File: config.mk
export PLATFORM = sky130hd
export DESIGN_NAME = ibex_multdiv_iter
export DESIGN_NICKNAME = d
export VERILOG_FILES = /design/src/rtl/ibex_multdiv_iter.sv
export SDC_FILE = /design/constraint.sdc
export NUM_CORES = 1
export LEC_CHECK = 0
export ABC_AREA = 1
export CORE_ASPECT_RATIO = 0.8
export CORE_UTILIZATION = 40
export DETAILED_ROUTE_END_ITERATION = 7
export PLACE_DENSITY = 0.55
export REMOVE_ABC_BUFFERS = 1
export SKIP_CTS_REPAIR_TIMING = 1
export SYNTH_ARGS = -nofsm -noshare
export SYNTH_HDL_FRONTEND = slang
export SYNTH_SLANG_ARGS = --single-unit
File: constraint.sdc
create_clock -name clk_i -period 9.5 [get_ports clk_i]
set_input_delay 1.9 -clock clk_i [delete_from_list [all_inputs] [get_ports clk_i]]
set_output_delay 1.9 -clock clk_i [all_outputs]
set_load 0.005 [all_outputs]
File: src/rtl/ibex_multdiv_iter.sv
// ibex_multdiv_iter
// Iterative multiply/divide unit for the execution stage. One operation is
// accepted at a time through a start/busy/valid handshake:
//   - MUL / MULH / MULHSU / MULHU retire MUL_BITS multiplier bits per cycle.
//   - DIV / REM (signed and unsigned) use a restoring divider, one quotient
//     bit per cycle.
//   - Divide-by-zero and signed overflow finish in a single cycle.
// Ports:
//   clk_i, rst_ni   clock, asynchronous active-low reset
//   en_i            start request, only looked at while not busy
//   operator_i      00 MUL, 01 MULH, 10 DIV, 11 REM
//   signed_mode_i   bit0 op_a signed, bit1 op_b signed (DIV/REM use bit0 for both)
//   op_a_i, op_b_i  operands, only sampled on acceptance
//   kill_i          abort the operation in flight (wins over en_i)
//   busy_o          operation in progress (MUL or DIV state)
//   valid_o         one-cycle completion pulse
//   result_o        registered result, held until the next completion
module ibex_multdiv_iter #(
   parameter int WIDTH    = 32,
   parameter int MUL_BITS = 4
) (
   input  logic             clk_i,
   input  logic             rst_ni,
   input  logic             en_i,
   input  logic [1:0]       operator_i,
   input  logic [1:0]       signed_mode_i,
   input  logic [WIDTH-1:0] op_a_i,
   input  logic [WIDTH-1:0] op_b_i,
   input  logic             kill_i,
   output logic             busy_o,
   output logic             valid_o,
   output logic [WIDTH-1:0] result_o
);

   localparam int MUL_ITERS = WIDTH / MUL_BITS;
   localparam int CNT_W     = $clog2(WIDTH + 1);

   localparam logic [WIDTH-1:0] MOST_NEG = {1'b1, {(WIDTH-1){1'b0}}};
   localparam logic [WIDTH-1:0] ALL_ONES = {WIDTH{1'b1}};

   // Reject parameter combinations the datapath cannot support.
   generate
      if (WIDTH < 8 || (WIDTH % 2) != 0) begin : g_bad_width
         $error("ibex_multdiv_iter: WIDTH must be >= 8 and even");
      end
      if (MUL_BITS < 1 || (WIDTH % MUL_BITS) != 0) begin : g_bad_mul_bits
         $error("ibex_multdiv_iter: MUL_BITS must divide WIDTH");
      end
   endgenerate

   typedef enum logic [1:0] {
      IDLE,
      MUL,
      DIV,
      DONE
   } state_e;

   state_e               state_q, state_d;
   logic [CNT_W-1:0]     cnt_q, cnt_d;
   logic                 sel_hi_q, sel_hi_d;     // MULH high half, or REM instead of DIV
   logic                 neg_res_q, neg_res_d;   // negate product / quotient
   logic                 neg_rem_q, neg_rem_d;   // negate remainder
   logic [2*WIDTH-1:0]   acc_q, acc_d;
   logic [2*WIDTH-1:0]   mcand_q, mcand_d;       // shifted multiplicand; low half is the divisor in DIV
   logic [WIDTH-1:0]     shreg_q, shreg_d;       // multiplier, or dividend shifting into quotient
   logic [WIDTH-1:0]     rem_q, rem_d;
   logic [WIDTH-1:0]     result_q, result_d;

   // Operand sign handling. DIV/REM take the signedness of both operands
   // from bit0 so that only the 00 and 11 modes are meaningful there.
   logic             a_signed, b_signed;
   logic             a_neg, b_neg;
   logic [WIDTH-1:0] a_mag, b_mag;

   always_comb begin
      a_signed = signed_mode_i[0];
      b_signed = operator_i[1] ? signed_mode_i[0] : signed_mode_i[1];
      a_neg    = a_signed & op_a_i[WIDTH-1];
      b_neg    = b_signed & op_b_i[WIDTH-1];
      a_mag    = a_neg ? -op_a_i : op_a_i;
      b_mag    = b_neg ? -op_b_i : op_b_i;
   end

   // Multiply step: add the partial product of the already-shifted
   // multiplicand and the next multiplier digit; the final product is
   // sign-corrected over the full double-width value.
   logic [MUL_BITS-1:0] mul_digit;
   logic [2*WIDTH-1:0]  mul_pp;
   logic [2*WIDTH-1:0]  mul_acc_next;
   logic [2*WIDTH-1:0]  mul_product;

   always_comb begin
      mul_digit    = shreg_q[MUL_BITS-1:0];
      mul_pp       = mcand_q * {{(2*WIDTH-MUL_BITS){1'b0}}, mul_digit};
      mul_acc_next = acc_q + mul_pp;
      mul_product  = neg_res_q ? -mul_acc_next : mul_acc_next;
   end

   // Restoring divide step. The shifted remainder needs one extra bit; the
   // top bit of the trial difference is set exactly when the subtraction
   // would go negative.
   logic [WIDTH:0]   div_shifted;
   logic [WIDTH:0]   div_diff;
   logic             div_ge;
   logic [WIDTH-1:0] rem_next;
   logic [WIDTH-1:0] quo_next;
   logic [WIDTH-1:0] quo_final;
   logic [WIDTH-1:0] rem_final;

   always_comb begin
      div_shifted = {rem_q, shreg_q[WIDTH-1]};
      div_diff    = div_shifted - {1'b0, mcand_q[WIDTH-1:0]};
      div_ge      = ~div_diff[WIDTH];
      rem_next    = div_ge ? div_diff[WIDTH-1:0] : div_shifted[WIDTH-1:0];
      quo_next    = {shreg_q[WIDTH-2:0], div_ge};
      quo_final   = neg_res_q ? -quo_next : quo_next;
      rem_final   = neg_rem_q ? -rem_next : rem_next;
   end

   // Next-state and datapath control. A new operation can be accepted both
   // from IDLE and from DONE, which gives back-to-back throughput; kill_i
   // always returns to IDLE without touching result_q.
   logic start;
   logic div_by_zero;
   logic div_ovf;

   always_comb begin
      state_d   = state_q;
      cnt_d     = cnt_q;
      sel_hi_d  = sel_hi_q;
      neg_res_d = neg_res_q;
      neg_rem_d = neg_rem_q;
      acc_d     = acc_q;
      mcand_d   = mcand_q;
      shreg_d   = shreg_q;
      rem_d     = rem_q;
      result_d  = result_q;

      start       = en_i & ~kill_i & ((state_q == IDLE) | (state_q == DONE));
      div_by_zero = (op_b_i == '0);
      div_ovf     = signed_mode_i[0] & (op_a_i == MOST_NEG) & (op_b_i == ALL_ONES);

      case (state_q)
         MUL: begin
            if (kill_i) begin
               state_d = IDLE;
            end else begin
               acc_d   = mul_acc_next;
               mcand_d = mcand_q << MUL_BITS;
               shreg_d = shreg_q >> MUL_BITS;
               cnt_d   = cnt_q - CNT_W'(1);
               if (cnt_q == CNT_W'(1)) begin
                  result_d = sel_hi_q ? mul_product[2*WIDTH-1:WIDTH] : mul_product[WIDTH-1:0];
                  state_d  = DONE;
               end
            end
         end
         DIV: begin
            if (kill_i) begin
               state_d = IDLE;
            end else begin
               rem_d   = rem_next;
               shreg_d = quo_next;
               cnt_d   = cnt_q - CNT_W'(1);
               if (cnt_q == CNT_W'(1)) begin
                  result_d = sel_hi_q ? rem_final : quo_final;
                  state_d  = DONE;
               end
            end
         end
         default: begin
            // IDLE and DONE both fall back to IDLE unless a start arrives.
            state_d = IDLE;
            if (start) begin
               sel_hi_d = operator_i[0];
               acc_d    = '0;
               rem_d    = '0;
               if (!operator_i[1]) begin
                  mcand_d   = {{WIDTH{1'b0}}, a_mag};
                  shreg_d   = b_mag;
                  neg_res_d = a_neg ^ b_neg;
                  cnt_d     = CNT_W'(MUL_ITERS);
                  state_d   = MUL;
               end else if (div_by_zero) begin
                  result_d = operator_i[0] ? op_a_i : ALL_ONES;
                  state_d  = DONE;
               end else if (div_ovf) begin
                  result_d = operator_i[0] ? '0 : op_a_i;
                  state_d  = DONE;
               end else begin
                  mcand_d   = {{WIDTH{1'b0}}, b_mag};
                  shreg_d   = a_mag;
                  neg_res_d = a_neg ^ b_neg;
                  neg_rem_d = a_neg;
                  cnt_d     = CNT_W'(WIDTH);
                  state_d   = DIV;
               end
            end
         end
      endcase
   end

   // State and datapath registers.
   always_ff @(posedge clk_i or negedge rst_ni) begin
      if (!rst_ni) begin
         state_q   <= IDLE;
         cnt_q     <= '0;
         sel_hi_q  <= 1'b0;
         neg_res_q <= 1'b0;
         neg_rem_q <= 1'b0;
         acc_q     <= '0;
         mcand_q   <= '0;
         shreg_q   <= '0;
         rem_q     <= '0;
         result_q  <= '0;
      end else begin
         state_q   <= state_d;
         cnt_q     <= cnt_d;
         sel_hi_q  <= sel_hi_d;
         neg_res_q <= neg_res_d;
         neg_rem_q <= neg_rem_d;
         acc_q     <= acc_d;
         mcand_q   <= mcand_d;
         shreg_q   <= shreg_d;
         rem_q     <= rem_d;
         result_q  <= result_d;
      end
   end

   assign busy_o   = (state_q == MUL) || (state_q == DIV);
   assign valid_o  = (state_q == DONE);
   assign result_o = result_q;

endmodule
==> results of run 1 <==
## worst max-delay path, delay by kind of cell, from the launching register on
kind	cells	cell delay, ps
compound gates	2	490
fa+ha+maj	4	1880
buf+inv	8	1100
flops	1	900
simple gates	17	2920
## layer usage
layer | vias up | share of wire, % | routed length [µm]
met4 | 4 | 1.7 | 2520
li1 | 16779 | - | -
met2 | 1696 | 37 | 54800
met1 | 16805 | 49 | 72900
met3 | 147 | 12 | 17000
met5 | - | 0.018 | 27
## layout by cell type (no fill, tap or decap), types with 6 or more instances in the layout
cell type        instances
a21oi_1                243
a221oi_1                14
a22oi_1                 11
a31oi_1                  7
buf_4                   37
clkbuf_1                 8
clkbuf_16               35
clkdlybuf4s50_1        104
clkinv_1                 7
dfrtp_1                229
dfrtp_2                  6
fa_1                   183
ha_1                   110
inv_1                 1083
inv_2                   14
nand2_1               1746
nand2_2                 41
nand2_4                 11
nand3_1                293
nand3_2                  6
nand3b_1                30
nand4_1                 59
nor2_1                 437
nor2_2                  14
nor3_1                  49
nor4_1                  17
o211ai_1                45
o21ai_0                233
o21ai_1                 45
o21bai_1                14
o22ai_1                120
o31ai_1                 10
xnor2_1                 36
xor2_1                  61
## final timing paths
path	cells after the start	slack, ps	startpoint	endpoint
worst max-delay path	31	2060	shreg_q[1]	result_o[13]
worst min-delay path	2	490	acc_q[0]	acc_q[0]
worst max register to register	31	2060	shreg_q[1]	result_o[13]
worst min register to register	2	490	acc_q[0]	acc_q[0]
max in group asynchronous	3	6470	rst_ni	result_o[12]
min in group asynchronous	1	1350	rst_ni	mcand_q[49]
## registers in the layout, indices dropped and copies added (netlist names)
register	cells
neg_rem_q	1
result_o	32
rem_q	32
sel_hi_q	1
state_q	2
mcand_q	64
acc_q	64
neg_res_q	1
shreg_q	32
cnt_q	6
## cell families (layout without fill, tap and decap cells)
group / Yosys count / in the layout / share of synthesized area (%)
xor+xnor: 97 / 97 / 2.62
flops: 235 / 235 / 18.2
fa+ha+maj: 294 / 294 / 15.6
compound gates: 768 / 768 / 13.5
simple gates: 2732 / 2732 / 35.2
buf+inv: 1265 / 1305 / 14.9
## metrics by stage
| step | setup WS, ps | instance area [µm²] | power (mW) | hold slack [ps] |
|---|---|---|---|---|
| floorplan | 3980 | 31700 | 8.72 | 453 |
| global placement | 2390 | 34400 | 12.7 | 479 |
| detailed placement | 2410 | 34400 | 12.6 | 484 |
| CTS | 2390 | 35500 | 14.1 | 498 |
| global route | 1790 | 35500 | 15.5 | 503 |
| finish | 2060 | 35500 | 14.4 | 493 |
## report_power, final
group,internal (mW),switching (mW)
Clock,0.835,0.561
Sequential,1.34,0.583
Combinational,3.17,7.93
Total,5.34,9.08
## area by class of cell
type / instances / area, µm² / share of cell area, %
inverter: 1104 / 4140 / 11.7
clock buffer: 46 / 947 / 2.67
timing repair buffer: 143 / 1350 / 3.81
sequential: 235 / 5890 / 16.6
clock inverter: 12 / 199 / 0.560
tap: 1034 / 1290 / 3.64
multi-input combinational: 3891 / 21700 / 61.1
==> results.sh, run 1 <==
export IMPL_gr_usage_met1_pct=57.4
export IMPL_crit_path_top_delay_cell="dfrtp_2"
export IMPL_cap_violations=0
export IMPL_grt_overflow_total=0
export IMPL_hpwl_um=119000
export IMPL_grt_pass1_vias=31975
export IMPL_die_h_um=256
export IMPL_grt_pass1_wl_um=217000
export IMPL_path_clk_slew_ps=60
export IMPL_critPathLaunchType="flip-flop"
export IMPL_ir_drop_mv=0.236
export IMPL_outcome="finished, final reports clean"
export IMPL_yosysSeqAreaShare_pct=18.2
export IMPL_nNetsFinal=5774
export IMPL_viasPerCell=5.48
export IMPL_slew_violations=0
export IMPL_ys_flop_type="dfrtp_1"
export IMPL_yosysMostFrequentCell="nand2_1"
export IMPL_insertion_delay_ps=600
export IMPL_grt_use_total_pct=35.4
export IMPL_rows=92
export IMPL_io_buffers=105
export IMPL_antenna_cells=0
export IMPL_cp_required_ps=10020
export IMPL_nFillCells=8726
export IMPL_setup_tns_ps=0
export IMPL_core_area_mm2=0.0794
export IMPL_globalplace_congestion=1.08
export IMPL_ys_seq_elements=235
export IMPL_grt_max_degree=112
export IMPL_die_area_mm2=0.0821
export IMPL_cts_tree="done"
export IMPL_drc=0
export IMPL_finalCriticalPeriod_ps=7440
export IMPL_fin_util_pct=44.7
export IMPL_synth_area_leaders="nand2_1 20%, dfrtp_1 18%, inv_1 13%"
export IMPL_place_inst=6407
export IMPL_boundaryPins=106
export IMPL_die_w_um=320
export IMPL_synthTopCellsByCount="1746 x nand2_1, 1085 x inv_1, 438 x nor2_1"
export IMPL_clk_path_buf_depth=3
export IMPL_synth_top_area_share_pct=20.2
export IMPL_finalSetupViolCount=0
export IMPL_ant_nets=0
export IMPL_syn_area_mm2=0.0324
export IMPL_synth_edf_count=0
export IMPL_p_per_area_mw_per_mm2=406
export IMPL_synth_top_cell_by_area="nand2_1"
export IMPL_worst_pin_slew_ps=942
export IMPL_cp_max_fo=36
export IMPL_numCtsBuffers=34
export IMPL_drive_gt1_share_pct=3.90
export IMPL_fin_crit_sh_pct=78.4
export IMPL_start_util_pct=40.7
export IMPL_wl_um=147000
export IMPL_p_leak_nw=20.2
export IMPL_synth_async_reset_ratio_pct=100
export IMPL_cp_end_kind="flip-flop"
export IMPL_ys_warnings_count=0
export IMPL_stdcell_count=6465
export IMPL_rsz0062_at_grt="false"
export IMPL_cp_slowest_stage_delay_ps=900
export IMPL_max_freq_mhz=134
export IMPL_via_count=35431
export IMPL_cp_arrival_ps=7970
export IMPL_antenna_found_initial=4
export IMPL_clock_sinks=235
export IMPL_skew_ps=39.1
export IMPL_use_met3_pct=8.53
export IMPL_drt_first_pass_iters=6
export IMPL_htree_levels=2
export IMPL_grt_busiest_layer="met1"
export IMPL_synthToLayoutAreaGrowth_pct=9.68
export IMPL_yosysUniqueCellTypes=61
export IMPL_relSlewSlack_pct=37.1
export IMPL_drt_initial_drc_count=4496
export IMPL_cpMostUsedCell="nand2_1"
export IMPL_synth_cells=5391
export IMPL_wl_per_cell_um=22.8
export IMPL_hold_class="flip-flop to flip-flop"
export IMPL_hold_violations=0
export IMPL_critPathKind="flip-flop to flip-flop"
export IMPL_cts_root_buf="clkbuf_16"
export IMPL_use_met2_pct=46.2
export IMPL_avgSynthCellArea_um2=6.00
Note: power is estimated with default switching activity, not from simulation.
==> run 2: changes to the inputs <==
==> constraint.sdc (replaced) <==
create_clock -name clk_i -period 7.47 [get_ports clk_i]
set_input_delay 1.494 -clock clk_i [delete_from_list [all_inputs] [get_ports clk_i]]
set_output_delay 1.494 -clock clk_i [all_outputs]
set_load 0.005 [all_outputs]
==> run 2 against run 1 <==
Critical path depth shrank 2; setup slack lost 1700 ps; combinational power grew 31%; highest routed layer unchanged; largest cell class unchanged; global-route usage grew 1.8 points; via count grew 1.8%.
==> results.sh, run 2 (same netlist as run 1, synthesis figures left out) <==
export IMPL_use_met3_pct=12.6
export IMPL_synthToLayoutAreaGrowth_pct=11.5
export IMPL_grt_busiest_layer="met1"
export IMPL_rsz0062_at_grt="false"
export IMPL_hold_class="flip-flop to flip-flop"
export IMPL_critPathKind="flip-flop to flip-flop"
export IMPL_skew_ps=38.1
export IMPL_boundaryPins=106
export IMPL_max_freq_mhz=141
export IMPL_dp_slack_ps=672
export IMPL_cts_root_buf="clkbuf_16"
export IMPL_cp_slowest_stage_delay_ps=800
export IMPL_drc=0
export IMPL_worst_pin_slew_ps=1020
export IMPL_nNetsFinal=5821
export IMPL_cp_arrival_ps=7560
export IMPL_die_w_um=320
export IMPL_via_count=36067
export IMPL_slew_violations=0
export IMPL_htree_levels=2
export IMPL_hold_violations=0
export IMPL_path_clk_slew_ps=60
export IMPL_wl_um=155000
export IMPL_mostFrequentLayoutCell="nand2_1"
export IMPL_cpMostUsedCell="nand2_1"
export IMPL_insertion_delay_ps=600
export IMPL_ant_nets=0
export IMPL_gr_usage_met1_pct=57.9
export IMPL_outcome="finished, final reports clean"
export IMPL_drt_initial_drc_count=4614
export IMPL_reg2reg_depth=29
export IMPL_finalSetupViolCount=0
export IMPL_wl_per_cell_um=23.7
export IMPL_grt_pass1_wl_um=225000
export IMPL_clk_path_buf_depth=3
export IMPL_core_area_mm2=0.0794
export IMPL_die_h_um=256
export IMPL_io_buffers=105
export IMPL_start_util_pct=40.7
export IMPL_cp_max_fo=24
export IMPL_drive_gt1_share_pct=4.93
export IMPL_drt_first_pass_iters=6
export IMPL_rows=92
export IMPL_grt_use_total_pct=37.2
export IMPL_grt_max_degree=88
export IMPL_hpwl_um=126000
export IMPL_fin_crit_sh_pct=94.7
export IMPL_p_per_area_mw_per_mm2=524
export IMPL_relSlewSlack_pct=31.3
export IMPL_antenna_found_initial=3
export IMPL_hold_depth=2
export IMPL_hold_ws_ps=498
export IMPL_reg_top3="acc_q (64), mcand_q (64)"
export IMPL_use_met2_pct=48.1
export IMPL_cts_tree="done"
export IMPL_cp_end_kind="flip-flop"
export IMPL_grt_overflow_total=0
export IMPL_finalCriticalPeriod_ps=7070
export IMPL_ir_drop_mv=0.383
export IMPL_viasPerCell=5.53
export IMPL_critPathLaunchType="flip-flop"
export IMPL_setup_tns_ps=0
export IMPL_grt_pass1_vias=32835
export IMPL_p_leak_nw=20.5
export IMPL_clock_sinks=235
export IMPL_crit_path_top_delay_cell="dfrtp_2"
export IMPL_cap_violations=0
export IMPL_die_area_mm2=0.0821
export IMPL_numCtsBuffers=35
export IMPL_globalplace_congestion=1.02
export IMPL_fin_ws_ps=398
export IMPL_final_cell_mix="1745 x nand2_1, 1083 x inv_1, 437 x nor2_1"
export IMPL_cp_required_ps=7960
export IMPL_nFillCells=8600
## run 2: final timing paths
| kind | from | end | slack, ps |
|---|---|---|---|
| max | shreg_q[2] | result_o[14] | 400 |
| min | acc_q[0] | acc_q[0] | 500 |
| max reg2reg | shreg_q[2] | result_o[14] | 400 |
| min reg2reg | acc_q[0] | acc_q[0] | 500 |
| max in group asynchronous | rst_ni | shreg_q[0] | 5020 |
| min in group asynchronous | rst_ni | mcand_q[48] | 920 |
## run 2: routing by layer
layer | vias up | share of wire (%) | wire, µm
li1 | 16858 | - | -
met1 | 17146 | 48 | 73700
met2 | 1899 | 37 | 57100
met3 | 162 | 13 | 20500
met4 | 2 | 2.1 | 3180
met5 | - | 0.0084 | 13
## run 2: area by class of cell
class | count | area [µm²] | share of cell area [%]
Antenna cell | 2 | 5.00 | 0.0139
Multi-Input combinational cell | 3891 | 21700 | 60.1
Tap cell | 1034 | 1290 | 3.59
Inverter | 1104 | 4140 | 11.5
Clock buffer | 47 | 1030 | 2.86
Timing Repair Buffer | 189 | 1750 | 4.85
Sequential cell | 235 | 5890 | 16.3
Clock inverter | 16 | 283 | 0.784
## run 2: per-stage QoR
step | utilization [%] | cells | area (µm²) | power, mW
floorplan | - | 5230 | 31700 | 11.1
global placement | 43.8 | 6453 | 34800 | 16.4
detailed placement | 43.8 | 6453 | 34800 | 16.4
CTS | 45.4 | 6516 | 36100 | 18.4
global route | 45.4 | 6517 | 36100 | 20.2
finish | 45.4 | 6518 | 36100 | 18.9
## run 2: worst max-delay path: cells and delay by family, from the launching register on
| kind | cells | cell delay, ps |
|---|---|---|
| AOI/OAI and AO/OA | 3 | 590 |
| adders and majority gates | 4 | 1990 |
| buffers and inverters | 4 | 320 |
| DFF | 1 | 800 |
| and+or+nand+nor | 18 | 3220 |
## run 2: where the power goes
group          internal, mW  switching (mW)
clock                  1.22           0.765
sequential             1.70           0.713
combinational          4.15            10.4
total                  7.07            11.8
